--- src/rtl/reg_bank.sv ---
// Sixteen-entry register bank with parallel read-out and a handshaked debug dump engine.
// Optional macro REG_BANK_R0_ZERO_EN hardwires r0 to zero.
module reg_bank #(
  parameter int unsigned WIDTH = 16
) (
  input  logic             clk,
  input  logic             reset,
  input  logic             wr_en,
  input  logic [3:0]       wr_addr,
  input  logic [WIDTH-1:0] wr_data,
  output logic [WIDTH-1:0] r0,
  output logic [WIDTH-1:0] r1,
  output logic [WIDTH-1:0] r2,
  output logic [WIDTH-1:0] r3,
  output logic [WIDTH-1:0] r4,
  output logic [WIDTH-1:0] r5,
  output logic [WIDTH-1:0] r6,
  output logic [WIDTH-1:0] r7,
  output logic [WIDTH-1:0] r8,
  output logic [WIDTH-1:0] r9,
  output logic [WIDTH-1:0] r10,
  output logic [WIDTH-1:0] r11,
  output logic [WIDTH-1:0] r12,
  output logic [WIDTH-1:0] r13,
  output logic [WIDTH-1:0] r14,
  output logic [WIDTH-1:0] r15,
  input  logic             dump_start,
  output logic             dump_busy,
  output logic             dump_valid,
  input  logic             dump_ready,
  output logic [3:0]       dump_addr,
  output logic [WIDTH-1:0] dump_data,
  output logic             dump_done
);

  localparam int unsigned NREG = 16;
  localparam int unsigned AW   = 4;
  localparam logic [AW-1:0] LAST_IDX = AW'(NREG - 1);

  typedef enum logic [1:0] {IDLE, SEND, DONE} state_t;

  logic [WIDTH-1:0] regs [NREG];
  logic             wr_ok_c;
  state_t           state_q, state_d;
  logic [AW-1:0]    cnt_q, cnt_d;
  logic             busy_d, valid_d, done_d;

`ifdef REG_BANK_R0_ZERO_EN
  assign wr_ok_c = (wr_addr != '0);
`else
  assign wr_ok_c = 1'b1;
`endif

  // Register storage: one write port from write-back.
  always_ff @(posedge clk or posedge reset) begin
    if (reset) begin
      for (int i = 0; i < int'(NREG); i++) begin
        regs[i] <= '0;
      end
    end else if (wr_en && wr_ok_c) begin
      regs[wr_addr] <= wr_data;
    end
  end

`ifdef REG_BANK_R0_ZERO_EN
  assign r0 = '0;
`else
  assign r0 = regs[0];
`endif
  assign r1  = regs[1];
  assign r2  = regs[2];
  assign r3  = regs[3];
  assign r4  = regs[4];
  assign r5  = regs[5];
  assign r6  = regs[6];
  assign r7  = regs[7];
  assign r8  = regs[8];
  assign r9  = regs[9];
  assign r10 = regs[10];
  assign r11 = regs[11];
  assign r12 = regs[12];
  assign r13 = regs[13];
  assign r14 = regs[14];
  assign r15 = regs[15];

  // Dump next-state; status flags are precomputed from the next state so they leave a flop.
  always_comb begin
    state_d = state_q;
    cnt_d   = cnt_q;
    case (state_q)
      IDLE: begin
        if (dump_start) begin
          state_d = SEND;
          cnt_d   = '0;
        end
      end
      SEND: begin
        if (dump_ready) begin
          if (cnt_q == LAST_IDX) begin
            state_d = DONE;
          end else begin
            cnt_d = cnt_q + AW'(1);
          end
        end
      end
      DONE: begin
        state_d = IDLE;
        cnt_d   = '0;
      end
      default: begin
        state_d = IDLE;
        cnt_d   = '0;
      end
    endcase
    busy_d  = (state_d != IDLE);
    valid_d = (state_d == SEND);
    done_d  = (state_d == DONE);
  end

  always_ff @(posedge clk or posedge reset) begin
    if (reset) begin
      state_q    <= IDLE;
      cnt_q      <= '0;
      dump_busy  <= 1'b0;
      dump_valid <= 1'b0;
      dump_done  <= 1'b0;
    end else begin
      state_q    <= state_d;
      cnt_q      <= cnt_d;
      dump_busy  <= busy_d;
      dump_valid <= valid_d;
      dump_done  <= done_d;
    end
  end

  // Beat data follows the live register so a stalled beat reflects later writes.
  assign dump_addr = cnt_q;
`ifdef REG_BANK_R0_ZERO_EN
  assign dump_data = (cnt_q == '0) ? '0 : regs[cnt_q];
`else
  assign dump_data = regs[cnt_q];
`endif

endmodule

--- config.mk ---
export PLATFORM = sky130hd
export DESIGN_NAME = reg_bank
export DESIGN_NICKNAME = d
export VERILOG_FILES = /design/src/rtl/reg_bank.sv
export SDC_FILE = /design/constraint.sdc
export NUM_CORES = 1
export LEC_CHECK = 0
export ABC_AREA = 1
export CAP_MARGIN = 5
export CORE_MARGIN = 2
export CORE_UTILIZATION = 48
export CTS_CLUSTER_SIZE = 20
export DETAILED_ROUTE_END_ITERATION = 10
export GPL_TIMING_DRIVEN = 0
export PLACE_DENSITY_LB_ADDON = 0.3
export SETUP_SLACK_MARGIN = 0.02
export SLEW_MARGIN = 30
export SYNTH_ARGS = -nofsm -noshare
export SYNTH_HDL_FRONTEND = slang
export SYNTH_SLANG_ARGS = --single-unit
export TNS_END_PERCENT = 20
--- constraint.sdc ---
create_clock -name clk -period 26 [get_ports clk]
set_clock_uncertainty 0.2 [all_clocks]
set_input_delay 5.2 -clock clk [delete_from_list [all_inputs] [get_ports clk]]
set_output_delay 5.2 -clock clk [all_outputs]
set_load 0.03 [all_outputs]
==> results_dict.tcl, run 1 <==
set metrics [dict create \
    run_status "finished clean" \
    die_y_um 166 \
    p_comb_share_pct 48.8 \
    rrSetupSlack_ns 23.82 \
    drc_errors 0 \
    synth_area_mm2 0.0125 \
    endpoint_kind "output port" \
    final_common_cell "nand2_1" \
    syn_area_per_cell_um2 7.53 \
    clock_path_buffers 3 \
    grt_overflow_total 0 \
    yosys_warnings 0 \
    clkTransAtPathRegs_ns 0.07 \
    yosysSeqAreaShare_pct 52.9 \
    wl_per_cell_um 22.8 \
    yosys.area_share.xor_xnor_pct 0.0699 \
    slew_headroom_pct 25.8 \
    synth_simple_gate_area_share_pct 28.4 \
    worst_pin_slew_ns 1.11 \
    core-area_mm2 0.0258 \
    p_int_uw 1120 \
    grt_pass1_wl_um 77900 \
    drtIter0Drc 1976 \
    grt_max_degree 97 \
    setup_viol 0 \
    synth_compound_area_share_pct 10.6 \
    synthAdderAreaFrac_pct 0.0998 \
    ant_nets 0 \
    min_period_ns 8.76 \
    fillers 2270 \
    root_buffer "clkbuf_16" \
    initial_utilization_pct 48.5 \
    yosys.cell_types.count 26 \
    synth_area_leaders "dfrtp_1, nand2_1, o21ai_0" \
    startpoint "dump_addr[0]" \
    final_cell_mix "nand2_1, clkdlybuf4s50_1, dfrtp_1, o21ai_0, nor2_1" \
    vias 13386 \
    drive_above_1_share_pct 6.15 \
    yosysTopAreaCellShare_pct 52.9 \
    ctsHoldBuffers 0 \
    finalCritPeriodShare_pct 33.7 \
    crit_type "flip-flop to output port" \
    cts_tree "done" \
    die_x_um 166 \
    hold_path.class "flip-flop to flip-flop" \
    die-area_mm2 0.0274 \
    htree_levels 1 \
    grtUsageTotal_pct 37.8 \
    synth_top_family_by_area "simple AND/OR/NAND/NOR gates" \
    place.gp.congestion 0.983 \
    p_per_area_mw_per_mm2 120 \
    grt_pass1_vias 12491 \
    cts_resized 0 \
    rsz0062_at_grt "no" \
    r2r-end "dump_addr[3]" \
    drt-total-wl_um 53500 \
    final_nets 2024 \
    antenna_found_initial 1 \
    r2r.worst_path.cells 6 \
    worstSkewPairLatency_ns 0.55 \
    ir_drop_mv 0.100 \
    critPathMaxFanout 10 \
    syn_inst 1664 \
    diodes 0 \
    synth-seq-cells 265 \
    ios 304 \
    swShare_pct 45.6 \
    row_count 59 \
    synth.mux.area_fraction_pct 0 \
    drv_cap 0 \
    syn_nets 1690 \
    cts_made_buffers 27 \
    crit_end "dump_data[8]" \
    p_clk_share_pct 22.1 \
    max_freq_mhz 114 \
    vias_per_cell 5.70 \
    cp_data_required_time_ns 20.60 \
    tns_ns 0 \
    seq_area_mm2 0.00663 \
    cp-start-kind "flip-flop" \
    seqPwrFrac_pct 29.0 \
    clock_sinks 265 \
    worst_hold_slack_ns 0.312 \
    p_switching_uw 936 \
    crit_arrival_ns 3.36 \
    dp_hpwl_um 39700 \
    synth_top_area_cell "dfrtp_1" \
    port_buffers 302 \
    first_pass_iters 7 \
    syn_to_final_growth_pct 36.3 \
    multi_input_area_mm2 0.00491 \
    post-cts-setup-buffer-count 0 \
    hold_violations 0 \
    leakage_uw 0.00816 \
    rr_startpoint "dump_addr[0]" \
    drv_slew 0 \
]
==> metrics by stage <==
| stage | utilization [%] | power, uW | worst slack, ns | cells | cell area [um2] |
|---|---|---|---|---|---|
| after floorplan | - | 1130 | 13.30 | 1664 | 12500 |
| after global placement | 61.8 | 1570 | 10.28 | 2301 | 16000 |
| after detailed placement | 62.2 | 1580 | 17.94 | 2304 | 16100 |
| after CTS | 66.2 | 2030 | 17.36 | 2350 | 17100 |
| after global routing | 66.2 | 2130 | 17.20 | 2350 | 17100 |
| final | 66.2 | 2060 | 17.24 | 2350 | 17100 |
==> final cells by class <==
class                   count  area share [%]
plain buffers             112            3.04
multi-input cells        1160            28.7
clock inverters            17            1.87
flip-flops and latches    265            38.8
repair buffers            305            18.2
well taps                 335            2.45
clock buffers              29            4.11
inverters                 127            2.83
==> layer usage <==
layer	routed length (um)	up-vias	global-route usage, %
li1	-	5895	-
met1	20300	6281	52.0
met2	23100	1016	56.6
met3	6950	192	8.72
met4	3190	2	18.8
met5	13	-	0
==> critical path, cell delays in order, from the launching register on <==
cell             delay [ns]
dfrtp_1                0.40
buf_2                  0.21
inv_2                  0.18
clkbuf_1               0.63
nand2_1                0.11
nand2_1                0.10
nand2_1                0.05
nand3_1                0.14
nand2_1                0.07
nand2_1                0.17
clkdlybuf4s50_1        0.72
==> synth_stat cells, drive strengths merged <==
cell type  count
ha             1
nand3        105
nor3           2
dfrtp        265
o21ai        230
xor2           1
nor4           2
a21oi         33
nor2         138
clkinv         1
inv          126
nand3b         1
clkbuf        52
o31ai          2
nand2        645
buf           60
==> kinds of logic after synthesis <==
kind of cell    count (synthesis)
simple gates                  893
compound gates                265
flops                         265
buf+inv                       239
xor+xnor                        1
fa+ha+maj                       1
==> power groups by stage <==
stage	logic, uW	registers [uW]	clock network (uW)
4_1_cts	987	592	452
5_1_grt	1050	603	470
6_report	1000	597	455
3_5_place_dp	981	598	0
2_1_floorplan	383	747	0
3_3_place_gp	969	598	0
==> flip-flops by register name, summed over array words and instances (netlist names), 16 cells and up <==
name,cells
r0,16
r1,16
r10,16
r11,16
r12,16
r13,16
r14,16
r15,16
r2,16
r3,16
r4,16
r5,16
r6,16
r7,16
r8,16
r9,16
==> worst min path at each step <==
stage               startpoint          to  slack (ns)  cells past startpoint
finish                   r7[9]       r7[9]        0.31                      2
global route        state_q[0]  state_q[0]        0.33                      1
CTS                      r7[9]       r7[9]        0.31                      2
detailed placement       r7[9]       r7[9]        0.29                      2
global placement    state_q[0]  state_q[0]        0.28                      1
floorplan           state_q[0]  dump_valid        0.25                      1
Note: power is estimated with default switching activity, not from simulation.
==> run 2: changes to the inputs <==
CORE_UTILIZATION = 45   (was 48)
clock period = 7.23 ns   (was 26 ns; I/O delays follow)
==> results_dict.tcl, run 2 (synthesized netlist as in run 1, its figures left out) <==
set metrics [dict create \
    finalCritPeriodShare_pct 68.8 \
    max_freq_mhz 201 \
    ir_drop_mv 0.293 \
    path_common_cell "nand2_1" \
    worstSkewPairLatency_ns 0.56 \
    clock_path_buffers 3 \
    hold_path.class "flip-flop to flip-flop" \
    port_buffers 302 \
    path_cells "buf_2 > inv_2 > buf_4 > buf_2 > nand2_1 > nand3_1 > nand3_1 > nand2_1 > nand2_1 > clkdlybuf4s50_1" \
    run_status "finished clean" \
    final_nets 2033 \
    endpoint_kind "output port" \
    die_x_um 171 \
    final_common_cell "nand2_1" \
    grt_max_degree 32 \
    grtUsageTotal_pct 37.8 \
    place.gp.congestion 1.01 \
    drive_above_1_share_pct 6.60 \
    placed_area_mm2 0.0163 \
    wl_per_cell_um 23.0 \
    clock_sinks 265 \
    p_per_area_mw_per_mm2 425 \
    cp-start-kind "flip-flop" \
    slowest_delay_ns 0.71 \
    ios 304 \
    first_pass_iters 8 \
    grt_overflow_total 0 \
    ant_nets 0 \
    grt_pass1_wl_um 79900 \
    worst_pin_slew_ns 1.15 \
    final_area_mm2 0.0173 \
    grt_pass1_vias 12580 \
    ctsHoldBuffers 0 \
    crit_arrival_ns 3.33 \
    critPathMaxFanout 10 \
    die_y_um 171 \
    syn_to_final_growth_pct 37.9 \
    drtIter0Drc 1977 \
    drv_slew 0 \
    cts_resized 0 \
    initial_utilization_pct 45.4 \
    hold_violations 0 \
    critical-path-top-delay-family "buffers and inverters" \
    clkTransAtPathRegs_ns 0.06 \
    worst_hold_slack_ns 0.306 \
    rrSetupSlack_ns 5.04 \
    cts_made_buffers 28 \
    min_period_ns 4.97 \
    final_cell_mix "nand2_1, clkdlybuf4s50_1, dfrtp_1, o21ai_0, nor2_1" \
    die-area_mm2 0.0292 \
    worst-path-buf-inv 5 \
    setup_viol 0 \
    row_count 61 \
    dp_hpwl_um 41500 \
    post-cts-setup-buffer-count 0 \
    cts_tree "done" \
    cpMaxStageDelayCell "clkdlybuf4s50_1" \
    htree_levels 1 \
    drt-total-wl_um 55500 \
    slew_headroom_pct 23.5 \
    drv_cap 0 \
    vias 13355 \
    cp_data_required_time_ns 5.58 \
    antenna_found_initial 3 \
    worst_slack_ns 2.26 \
    tns_ns 0 \
    core-area_mm2 0.0276 \
    pre_cts_ws_ns 2.92 \
    crit_type "flip-flop to output port" \
    rsz0062_at_grt "no" \
    drc_errors 0 \
    vias_per_cell 5.54 \
    leakage_uw 0.00822 \
    root_buffer "clkbuf_16" \
]
-- run 2: per-layer routing --
metal	up-vias	global-route usage [%]	wire (um)
met2	899	57.8	24300
met4	0	17.3	2970
met3	160	7.33	6070
li1	5897	-	-
met1	6399	52.2	22100
met5	-	0	0
-- run 2: cell type report --
type,instances,area (um2)
fillers,2557,10300
flip-flops and latches,265,6630
multi-input cells,1160,4910
repair buffers,313,3260
clock buffers,43,878
plain buffers,112,520
inverters,127,480
well taps,378,473
clock inverters,9,128
diodes,2,5.00
-- run 2: worst paths after layout --
path,startpoint,to,depth (start not counted)
max reg2reg,dump_addr[0],dump_addr[3],6
min reg2reg,state_q[0],dump_valid,1
min in group asynchronous,reset,r11[6],2
max,dump_addr[0],dump_data[5],10
max in group asynchronous,reset,r4[11],5
min,state_q[0],dump_valid,1
-- run 2: worst register-to-register path, cell delays in order (launching register included) --
cell and delay [ns]:
dfrtp_1 0.42, buf_2 0.24, inv_2 0.20, clkbuf_1 0.56, o21ai_0 0.24, nand3_1 0.10, o21ai_0 0.09
-- run 2: metrics by stage --
| step | util, % | total power (uW) | instances |
|---|---|---|---|
| finish | 62.6 | 7350 | 2409 |
| global route | 62.5 | 7630 | 2407 |
| CTS | 62.5 | 7280 | 2406 |
| detailed placement | 58.9 | 5710 | 2354 |
| global placement | 58.0 | 5670 | 2344 |
| floorplan | - | 4060 | 1664 |
-- run 2: power breakdown --
| group | internal (uW) | switching (uW) |
|---|---|---|
| combinational | 1210 | 2420 |
| clock | 940 | 625 |
| sequential | 1810 | 352 |
